`config.mk`:
```
export PLATFORM = sky130hd
export DESIGN_NAME = writeback_stage_flat
export DESIGN_NICKNAME = d
export VERILOG_FILES = /design/src/rtl/writeback_stage_if.sv /design/src/rtl/writeback_stage.sv /design/src/flat_wrapper.sv
export SDC_FILE = /design/constraint.sdc
export NUM_CORES = 1
export LEC_CHECK = 0
export BUFFER_PORTS_ARGS = -buffer_cell sky130_fd_sc_hd__buf_2
export CORE_UTILIZATION = 47
export CTS_CLUSTER_SIZE = 14
export DETAILED_ROUTE_END_ITERATION = 10
export PLACE_DENSITY = 0.85
export SLEW_MARGIN = 20
export SYNTH_ARGS = -nofsm -noshare
export SYNTH_HDL_FRONTEND = slang
export SYNTH_SLANG_ARGS = --single-unit
```
`constraint.sdc`:
```
create_clock -name clk -period 2 [get_ports clk]
set_clock_uncertainty 0.1 [all_clocks]
set_input_delay 0.6 -clock clk [delete_from_list [all_inputs] [get_ports clk]]
set_output_delay 0.6 -clock clk [all_outputs]
set_load 0.005 [all_outputs]
```
`src/rtl/writeback_stage_if.sv`:
```
// writeback_stage_if
//   Groups the writeback stage's request handshake, memory read-return and
//   register-file write port into one bundle.
//   Request:    in_valid, in_ready, wb_sel, funct3, rd_addr_in, alu_result,
//               pc_plus4
//   Memory:     mem_rdata, mem_rvalid
//   Write port: we, rd_addr, rd_value
//   Status:     done, load_fault
//   Modports:   master = upstream/environment side, slave = writeback stage.
interface writeback_stage_if #(
    parameter int REG_WIDTH   = 32,
    parameter int RADDR_WIDTH = 5
);
    logic                   in_valid;
    logic                   in_ready;
    logic [1:0]             wb_sel;
    logic [2:0]             funct3;
    logic [RADDR_WIDTH-1:0] rd_addr_in;
    logic [REG_WIDTH-1:0]   alu_result;
    logic [REG_WIDTH-1:0]   pc_plus4;
    logic [REG_WIDTH-1:0]   mem_rdata;
    logic                   mem_rvalid;
    logic                   we;
    logic [RADDR_WIDTH-1:0] rd_addr;
    logic [REG_WIDTH-1:0]   rd_value;
    logic                   done;
    logic                   load_fault;

    modport master (
        output in_valid, wb_sel, funct3, rd_addr_in, alu_result, pc_plus4,
               mem_rdata, mem_rvalid,
        input  in_ready, we, rd_addr, rd_value, done, load_fault
    );

    modport slave (
        input  in_valid, wb_sel, funct3, rd_addr_in, alu_result, pc_plus4,
               mem_rdata, mem_rvalid,
        output in_ready, we, rd_addr, rd_value, done, load_fault
    );
endinterface

```
`src/rtl/writeback_stage.sv`:
```
// writeback_stage
//   Final stage of the RV32I multi-cycle datapath. Selects the writeback
//   source (ALU, load data, PC+4 or none), extracts and extends load lanes,
//   and produces exactly one register-file write per accepted request.
//   Ports:
//     clk  - clock, rising edge
//     rst  - synchronous active-high reset
//     bus  - writeback_stage_if.slave (request, memory return, write port,
//            done / load_fault status pulses)
module writeback_stage #(
    parameter int REG_WIDTH   = 32,
    parameter int RADDR_WIDTH = 5
) (
    input  logic              clk,
    input  logic              rst,
    writeback_stage_if.slave  bus
);

    localparam logic [1:0] ST_IDLE     = 2'd0;
    localparam logic [1:0] ST_WAIT_MEM = 2'd1;
    localparam logic [1:0] ST_WRITE    = 2'd2;

    localparam logic [1:0] SEL_ALU  = 2'b00;
    localparam logic [1:0] SEL_LOAD = 2'b01;
    localparam logic [1:0] SEL_PC4  = 2'b10;

    logic [1:0]             state_q, state_d;
    logic [2:0]             f3_q, f3_d;
    logic [RADDR_WIDTH-1:0] rd_q, rd_d;
    logic [1:0]             addr_q, addr_d;
    logic                   we_q, we_d;
    logic                   done_q, done_d;
    logic                   fault_q, fault_d;
    logic [RADDR_WIDTH-1:0] rd_addr_q, rd_addr_d;
    logic [REG_WIDTH-1:0]   rd_value_q, rd_value_d;

    logic                   accept;
    logic                   misaligned;
    logic                   illegal;
    logic [7:0]             byte_lane [4];
    logic [15:0]            half_lane [2];
    logic [7:0]             byte_sel;
    logic [15:0]            half_sel;
    logic [REG_WIDTH-1:0]   load_ext;

    assign bus.in_ready = (state_q == ST_IDLE) && !rst;
    assign accept       = bus.in_valid && bus.in_ready;

    // Memory returns a word-aligned word; split it into its byte/half lanes.
    genvar gi;
    generate
        for (gi = 0; gi < 4; gi++) begin : g_byte
            assign byte_lane[gi] = bus.mem_rdata[8*gi +: 8];
        end
        for (gi = 0; gi < 2; gi++) begin : g_half
            assign half_lane[gi] = bus.mem_rdata[16*gi +: 16];
        end
    endgenerate

    // Fault decode uses the live request inputs since it is resolved at accept.
    always_comb begin
        illegal    = (bus.funct3 == 3'b011) || (bus.funct3 == 3'b110) ||
                     (bus.funct3 == 3'b111);
        misaligned = ((bus.funct3[1:0] == 2'b01) && bus.alu_result[0]) ||
                     ((bus.funct3 == 3'b010) && (bus.alu_result[1:0] != 2'b00));
    end

    // Lane extraction uses the captured address/type since the request inputs
    // are no longer valid while waiting for memory.
    always_comb begin
        byte_sel = byte_lane[addr_q];
        half_sel = half_lane[addr_q[1]];
        case (f3_q)
            3'b000:  load_ext = {{(REG_WIDTH-8){byte_sel[7]}}, byte_sel};
            3'b001:  load_ext = {{(REG_WIDTH-16){half_sel[15]}}, half_sel};
            3'b100:  load_ext = {{(REG_WIDTH-8){1'b0}}, byte_sel};
            3'b101:  load_ext = {{(REG_WIDTH-16){1'b0}}, half_sel};
            default: load_ext = bus.mem_rdata;
        endcase
    end

    // Outputs are computed on the transition into WRITE so the registered
    // write port is valid exactly during the WRITE cycle. Non-load results are
    // taken straight from the request at accept, so only the fields a load
    // still needs are held.
    always_comb begin
        state_d    = state_q;
        f3_d       = f3_q;
        rd_d       = rd_q;
        addr_d     = addr_q;
        we_d       = 1'b0;
        done_d     = 1'b0;
        fault_d    = 1'b0;
        rd_addr_d  = rd_addr_q;
        rd_value_d = rd_value_q;
        case (state_q)
            ST_IDLE: begin
                if (accept) begin
                    f3_d   = bus.funct3;
                    rd_d   = bus.rd_addr_in;
                    addr_d = bus.alu_result[1:0];
                    if (bus.wb_sel == SEL_LOAD) begin
                        if (illegal || misaligned) begin
                            fault_d = 1'b1;
                        end else begin
                            state_d = ST_WAIT_MEM;
                        end
                    end else begin
                        state_d   = ST_WRITE;
                        done_d    = 1'b1;
                        // wb_sel 11 never writes; x0 is never written.
                        we_d      = (bus.wb_sel != 2'b11) && (bus.rd_addr_in != '0);
                        rd_addr_d = bus.rd_addr_in;
                        if (bus.wb_sel == SEL_ALU) begin
                            rd_value_d = bus.alu_result;
                        end else if (bus.wb_sel == SEL_PC4) begin
                            rd_value_d = bus.pc_plus4;
                        end else begin
                            rd_value_d = '0;
                        end
                    end
                end
            end
            ST_WAIT_MEM: begin
                if (bus.mem_rvalid) begin
                    state_d    = ST_WRITE;
                    done_d     = 1'b1;
                    we_d       = (rd_q != '0);
                    rd_addr_d  = rd_q;
                    rd_value_d = load_ext;
                end
            end
            ST_WRITE: begin
                state_d = ST_IDLE;
            end
            default: begin
                state_d = ST_IDLE;
            end
        endcase
    end

    always_ff @(posedge clk) begin
        if (rst) begin
            state_q    <= ST_IDLE;
            f3_q       <= '0;
            rd_q       <= '0;
            addr_q     <= '0;
            we_q       <= 1'b0;
            done_q     <= 1'b0;
            fault_q    <= 1'b0;
            rd_addr_q  <= '0;
            rd_value_q <= '0;
        end else begin
            state_q    <= state_d;
            f3_q       <= f3_d;
            rd_q       <= rd_d;
            addr_q     <= addr_d;
            we_q       <= we_d;
            done_q     <= done_d;
            fault_q    <= fault_d;
            rd_addr_q  <= rd_addr_d;
            rd_value_q <= rd_value_d;
        end
    end

    assign bus.we         = we_q;
    assign bus.done       = done_q;
    assign bus.load_fault = fault_q;
    assign bus.rd_addr    = rd_addr_q;
    assign bus.rd_value   = rd_value_q;

endmodule

```
`src/flat_wrapper.sv`:
```
// flat-port wrapper written by rule: the top's interface ports become plain ports
module writeback_stage_flat 
#(
    parameter int REG_WIDTH   = 32,
    parameter int RADDR_WIDTH = 5
)
  (clk, rst, bus_in_valid, bus_wb_sel, bus_funct3, bus_rd_addr_in, bus_alu_result, bus_pc_plus4, bus_mem_rdata, bus_mem_rvalid, bus_in_ready, bus_we, bus_rd_addr, bus_rd_value, bus_done, bus_load_fault);
  writeback_stage_if #(.REG_WIDTH(REG_WIDTH), .RADDR_WIDTH(RADDR_WIDTH)) bus_i ();
  input  logic clk;
  input  logic rst;
  input wire logic [$bits(bus_i.in_valid)-1:0] bus_in_valid;
  input wire logic [$bits(bus_i.wb_sel)-1:0] bus_wb_sel;
  input wire logic [$bits(bus_i.funct3)-1:0] bus_funct3;
  input wire logic [$bits(bus_i.rd_addr_in)-1:0] bus_rd_addr_in;
  input wire logic [$bits(bus_i.alu_result)-1:0] bus_alu_result;
  input wire logic [$bits(bus_i.pc_plus4)-1:0] bus_pc_plus4;
  input wire logic [$bits(bus_i.mem_rdata)-1:0] bus_mem_rdata;
  input wire logic [$bits(bus_i.mem_rvalid)-1:0] bus_mem_rvalid;
  output wire logic [$bits(bus_i.in_ready)-1:0] bus_in_ready;
  output wire logic [$bits(bus_i.we)-1:0] bus_we;
  output wire logic [$bits(bus_i.rd_addr)-1:0] bus_rd_addr;
  output wire logic [$bits(bus_i.rd_value)-1:0] bus_rd_value;
  output wire logic [$bits(bus_i.done)-1:0] bus_done;
  output wire logic [$bits(bus_i.load_fault)-1:0] bus_load_fault;
  assign bus_i.in_valid = bus_in_valid;
  assign bus_i.wb_sel = bus_wb_sel;
  assign bus_i.funct3 = bus_funct3;
  assign bus_i.rd_addr_in = bus_rd_addr_in;
  assign bus_i.alu_result = bus_alu_result;
  assign bus_i.pc_plus4 = bus_pc_plus4;
  assign bus_i.mem_rdata = bus_mem_rdata;
  assign bus_i.mem_rvalid = bus_mem_rvalid;
  assign bus_in_ready = bus_i.in_ready;
  assign bus_we = bus_i.we;
  assign bus_rd_addr = bus_i.rd_addr;
  assign bus_rd_value = bus_i.rd_value;
  assign bus_done = bus_i.done;
  assign bus_load_fault = bus_i.load_fault;
  writeback_stage #(.REG_WIDTH(REG_WIDTH), .RADDR_WIDTH(RADDR_WIDTH)) u_core (.clk(clk), .rst(rst), .bus(bus_i));
endmodule
```
**Word level (Yosys, flattened, before mapping)**

Cells that the tools add are included.

- $lt $le $gt $ge: 2
- Equality and inequality tests: 16
- Mux-type cells: 31
- Bitwise operators: 5
- Reductions and logical operators: 21

Operator list:

| cell | count |
|---|---|
| $mux 32 | 5 |
| $pmux 32 s4 | 1 |
| $pmux 32 s2 | 1 |
| $mux 16 | 3 |
| $bmux 8 s2 | 1 |
| $mux 8 | 2 |
| $mux 5 | 3 |
| $eq 3x3->1 const B | 4 |
| $pmux 5 s2 | 1 |
| $reduce_bool 5->1 | 2 |
| $mux 2 | 4 |
| $mux 1 | 7 |
| $eq 2x1->1 const B | 3 |
| $eq 3x2->1 const B | 2 |
| $ne 2x2->1 const B | 3 |
| $logic_and 1x1->1 | 5 |
| $logic_not 2->1 | 2 |
| $logic_or 1x1->1 | 4 |
| $pmux 1 s2 | 2 |
| $pmux 2 s2 | 1 |
| $reduce_and 4->1 | 1 |
| $reduce_bool 2->1 | 2 |
| $reduce_or 4->1 | 1 |
| $eq 3x1->1 const B | 1 |
| other kinds (12) | 14 |

- Register bits: 52
- Bits of input ports: 110
- Word-level logic and storage cells: 84

**Depth between registers and ports, before layout**

- Depth in word-level cells: 8
- Gate-level depth with buffers: 7

**Worst setup path after synthesis**

No wires, ideal clock.

- Kind: input to register
- Start point: in rst
- End point: reg u_core.rd_value_q[13] (netlist: u_core.bus.rd_value[13])
- Setup time: 76 ps
- Arrival: 1,736 ps
- Data required time: 1,824 ps
- Setup slack: 89 ps
- Cell stages on the path: 7
- Path buffers: 2
- Path through: buf_2 > nor4b_4 > a22oi_2 > buf_2 > nor3_1 > a21oi_1 > o22ai_1

- Cells in the longest elaborated chain, start to end: 5

Ends and longest elaborated chain:

| element | RTL line | text |
|---|---|---|
| from (decl) | flat_wrapper.sv:10 | `input logic rst;` |
| $logic_not 1->1 | writeback_stage.sv:46 | `assign bus.in_ready = (state_q == ST_IDLE) && !rst;` |
| $logic_and 1x1->1 | writeback_stage.sv:46 |  |
| $logic_and 1x1->1 | writeback_stage.sv:47 | `assign accept = bus.in_valid && bus.in_ready;` |
| $ne 2x1->1 (no source line) | - |  |
| $reduce_and 4->1 (no source line) | - |  |
| to (signal assigned) | writeback_stage.sv:162 | `rd_value_q <= rd_value_d;` |
| to (decl) | writeback_stage.sv:35 | `logic [REG_WIDTH-1:0] rd_value_q, rd_value_d;` |

Several ways; a longest one is shown, not always the timed one.
A chain may end at the register's enable or synchronous reset.

**Worst setup path in the final report**

- Start point: reg u_core.state_q[1]
- End point: reg u_core.rd_value_q[22] (netlist: u_core.bus.rd_value[22])

- Cells in the longest elaborated chain, start to end: 5

Ends and longest elaborated chain:

| element | RTL line | text |
|---|---|---|
| from (decl) | writeback_stage.sv:27 | `logic [1:0] state_q, state_d;` |
| from (signal assigned) | writeback_stage.sv:154 | `state_q <= state_d;` |
| $logic_not 2->1 | writeback_stage.sv:46, writeback_stage.sv:96 |  |
| $logic_and 1x1->1 | writeback_stage.sv:46 |  |
| $logic_and 1x1->1 | writeback_stage.sv:47 |  |
| $ne 2x1->1 (no source line) | - |  |
| $reduce_and 4->1 (no source line) | - |  |

Several ways; a longest one is shown, not always the timed one.

==> metrics.cfg <==
[hold_path]
hold_path_end=u_core.bus.rd_value[7]
min_path_type=reg -> reg
min-delay-start=u_core.bus.rd_value[7]
holdPathStages=2

[synth]
seq_area_frac_synth=0.328
syn-num-nets=514
syn_avg_cell_area_um2=7.85
syn-cell-area_um2=3170
yosys.area.top_type_share=0.328
ys_seq_elements=52
synth_area_leader_cell=dfxtp_1
synthCells=404
synth_top_cells_by_area=dfxtp_1 (33%), mux2i_1 (13%), o21ai_0 (7.7%)
yosysWarnings=0
ys_types=38

[timing]
whs_ns=0.397
grt_setup_unrepaired=false
worst_pin_slew_ns=0.520
slew_headroom=0.654
period_share=0.936
maxSlewViolCount=0
min_period_ns=1.87
fmax_mhz=534
fin_ws_ns=0.128
finalHoldViolCount=0
finalSetupViolCount=0

[layout]
fillers=573
utilization=0.645
num-nets-final=654
final_common_cell=buf_2
layout-drive-gt1-share=0.352
layout_common_cells=buf_2 (150), nor2_1 (55), dfxtp_1 (52)
design_area_um2=4140
area_delta_synth_final_pct=30.7
n_antenna_cell=0

[floorplanning]
core_um2=6420
die_w_um=84.2
die_y_um=84.2
row_count=29
start_util=0.494
io_pins=151
die_area_um2=7080

[power_and_ir_drop]
ir_drop_mv=0.315
clkPwrFrac=0.264
p_sw_frac=0.316
combPwrFrac=0.265
seqPwrFrac=0.471
p_per_area_nw_per_um2=582
intPower_mw=1.65
net-switching-power_mw=0.761
power.leakage_nw=1.86

[clock_network]
cts.clk_slew.worst_paths_ns=0.11
insertion_delay_ns=0.32
htreeDepth=2
cts_sinks=52
cts_hold_buf=0
cts_tree=built
cts_setup_buffers=0
cts_buffers=5
cts_resized=0
cts_max_path_buffers=2
root_buffer=clkbuf_8

[route]
ant_nets=0
post-route-drc-count=20
drt_iter0_drc=253
post_drt_via_cell_ratio=5.68
wirelength_um=9510
vias=3533
dr.pass1.iters=9
avgRoutedWirePerCell_um=15.3

[grt]
grtUsageTotal=0.265
grt-ovfl-total=0
antenna_found_initial=0
met2_usage=0.437
grt_max_degree=53
grtUsageMet3=0.0433
grt.busiest_layer=met2
grt_pass1_wl_um=15200
first_global_vias=3233
grt_util_met1=0.350

[place]
hpwl_um=7210
portBuffers=150
place.gp.congestion=0.918
dp_slack_ns=-0.0327
place_area_um2=4050

[status]
status=finished, violations left
violations=design-rule violations

[worst_setup_path]
cp.arrival_ns=2.02
start_kind=flop
criticalPathCategory=reg -> reg
ff2ff_path_depth=6
crit_fanout=32
r2r-start=u_core.state_q[1]
required_ns=2.15
r2r_end=u_core.bus.rd_value[22]
crit_path_end_kind=flop
r2r_slack_ns=0.13

[job]
maxCapViolations=0

==> cells in the mapped netlist, drive strengths merged <==
library cell / instances
nor2: 55
dfxtp: 52
o21ai: 51
mux2i: 41
nand2: 37
a21oi: 20
clkbuf: 19
a22oi: 17
buf: 17
nor3: 16
o22ai: 14
nand2b: 11
a211oi: 8
o31a: 8
o211ai: 7
o21bai: 7
a311oi: 5
o31ai: 4
inv: 2
mux2: 2
nor2b: 2
or3: 2
a41oi: 1
and2b: 1
clkinv: 1
nor4b: 1
o21a: 1
o221a: 1
o221ai: 1
==> state kept, by name, summed over array words and instances (netlist names) <==
register,cells
u_core.bus.done,1
u_core.f3_q,3
u_core.bus.rd_value,32
u_core.addr_q,2
u_core.state_q,2
u_core.bus.we,1
u_core.rd_q,5
u_core.bus.load_fault,1
u_core.bus.rd_addr,5
==> per-layer routing <==
layer	vias up	wire length, um
li1	1747	-
met1	1612	4110
met2	159	4450
met3	15	784
met4	0	160
met5	-	0
==> worst max path at each step <==
stage / startpoint / end / depth (start not counted)
3_3_place_gp: bus_mem_rdata[23] / u_core.bus.rd_value[9] / 7
2_1_floorplan: rst / u_core.bus.rd_value[13] / 7
6_report: u_core.state_q[1] / u_core.bus.rd_value[22] / 6
4_1_cts: u_core.addr_q[1] / u_core.bus.rd_value[9] / 6
3_5_place_dp: rst / u_core.bus.rd_value[30] / 7
5_1_grt: u_core.addr_q[0] / u_core.bus.rd_value[2] / 6
==> worst max-delay path, stage by stage (launching register included) <==
cell      delay, ns
dfxtp_1        0.49
nand2b_1       0.41
nand2b_1       0.16
buf_12         0.19
o21ai_0        0.25
a22oi_1        0.10
nor2_1         0.10
==> per-stage QoR <==
stage / cells / power, mW / setup TNS, ns
global placement: 614 / 1.77 / 0
detailed placement: 614 / 1.79 / -0.221
CTS: 622 / 2.43 / 0
global route: 622 / 2.54 / 0
finish: 622 / 2.41 / 0
floorplan: 404 / 1.52 / 0
==> power groups by stage <==
| stage | clock network [mW] | logic (mW) | registers (mW) |
|---|---|---|---|
| after floorplan | 0 | 0.367 | 1.15 |
| after detailed placement | 0 | 0.634 | 1.16 |
| after global routing | 0.700 | 0.699 | 1.14 |
| final | 0.637 | 0.639 | 1.14 |
| after CTS | 0.655 | 0.637 | 1.14 |
| after global placement | 0 | 0.614 | 1.16 |
==> final cells by class <==
cell class | count | area [um2] | share of cell area
Tap cell | 77 | 96.3 | 0.0232
Sequential cell | 52 | 1040 | 0.251
Multi-Input combinational cell | 313 | 1960 | 0.472
Timing Repair Buffer | 169 | 943 | 0.228
Inverter | 3 | 11.3 | 0.00272
Clock inverter | 3 | 26.3 | 0.00634
Clock buffer | 5 | 68.8 | 0.0166
==> kinds of logic (layout without fill, tap and decap cells) <==
kind of cell,count (synthesis),in the layout,share of synthesized area
flops,52,52,0.328
simple gates,125,125,0.175
buf+inv,39,180,0.0556
mux,43,43,0.136
compound gates,145,145,0.305
(Power assumes the default switching activity.)
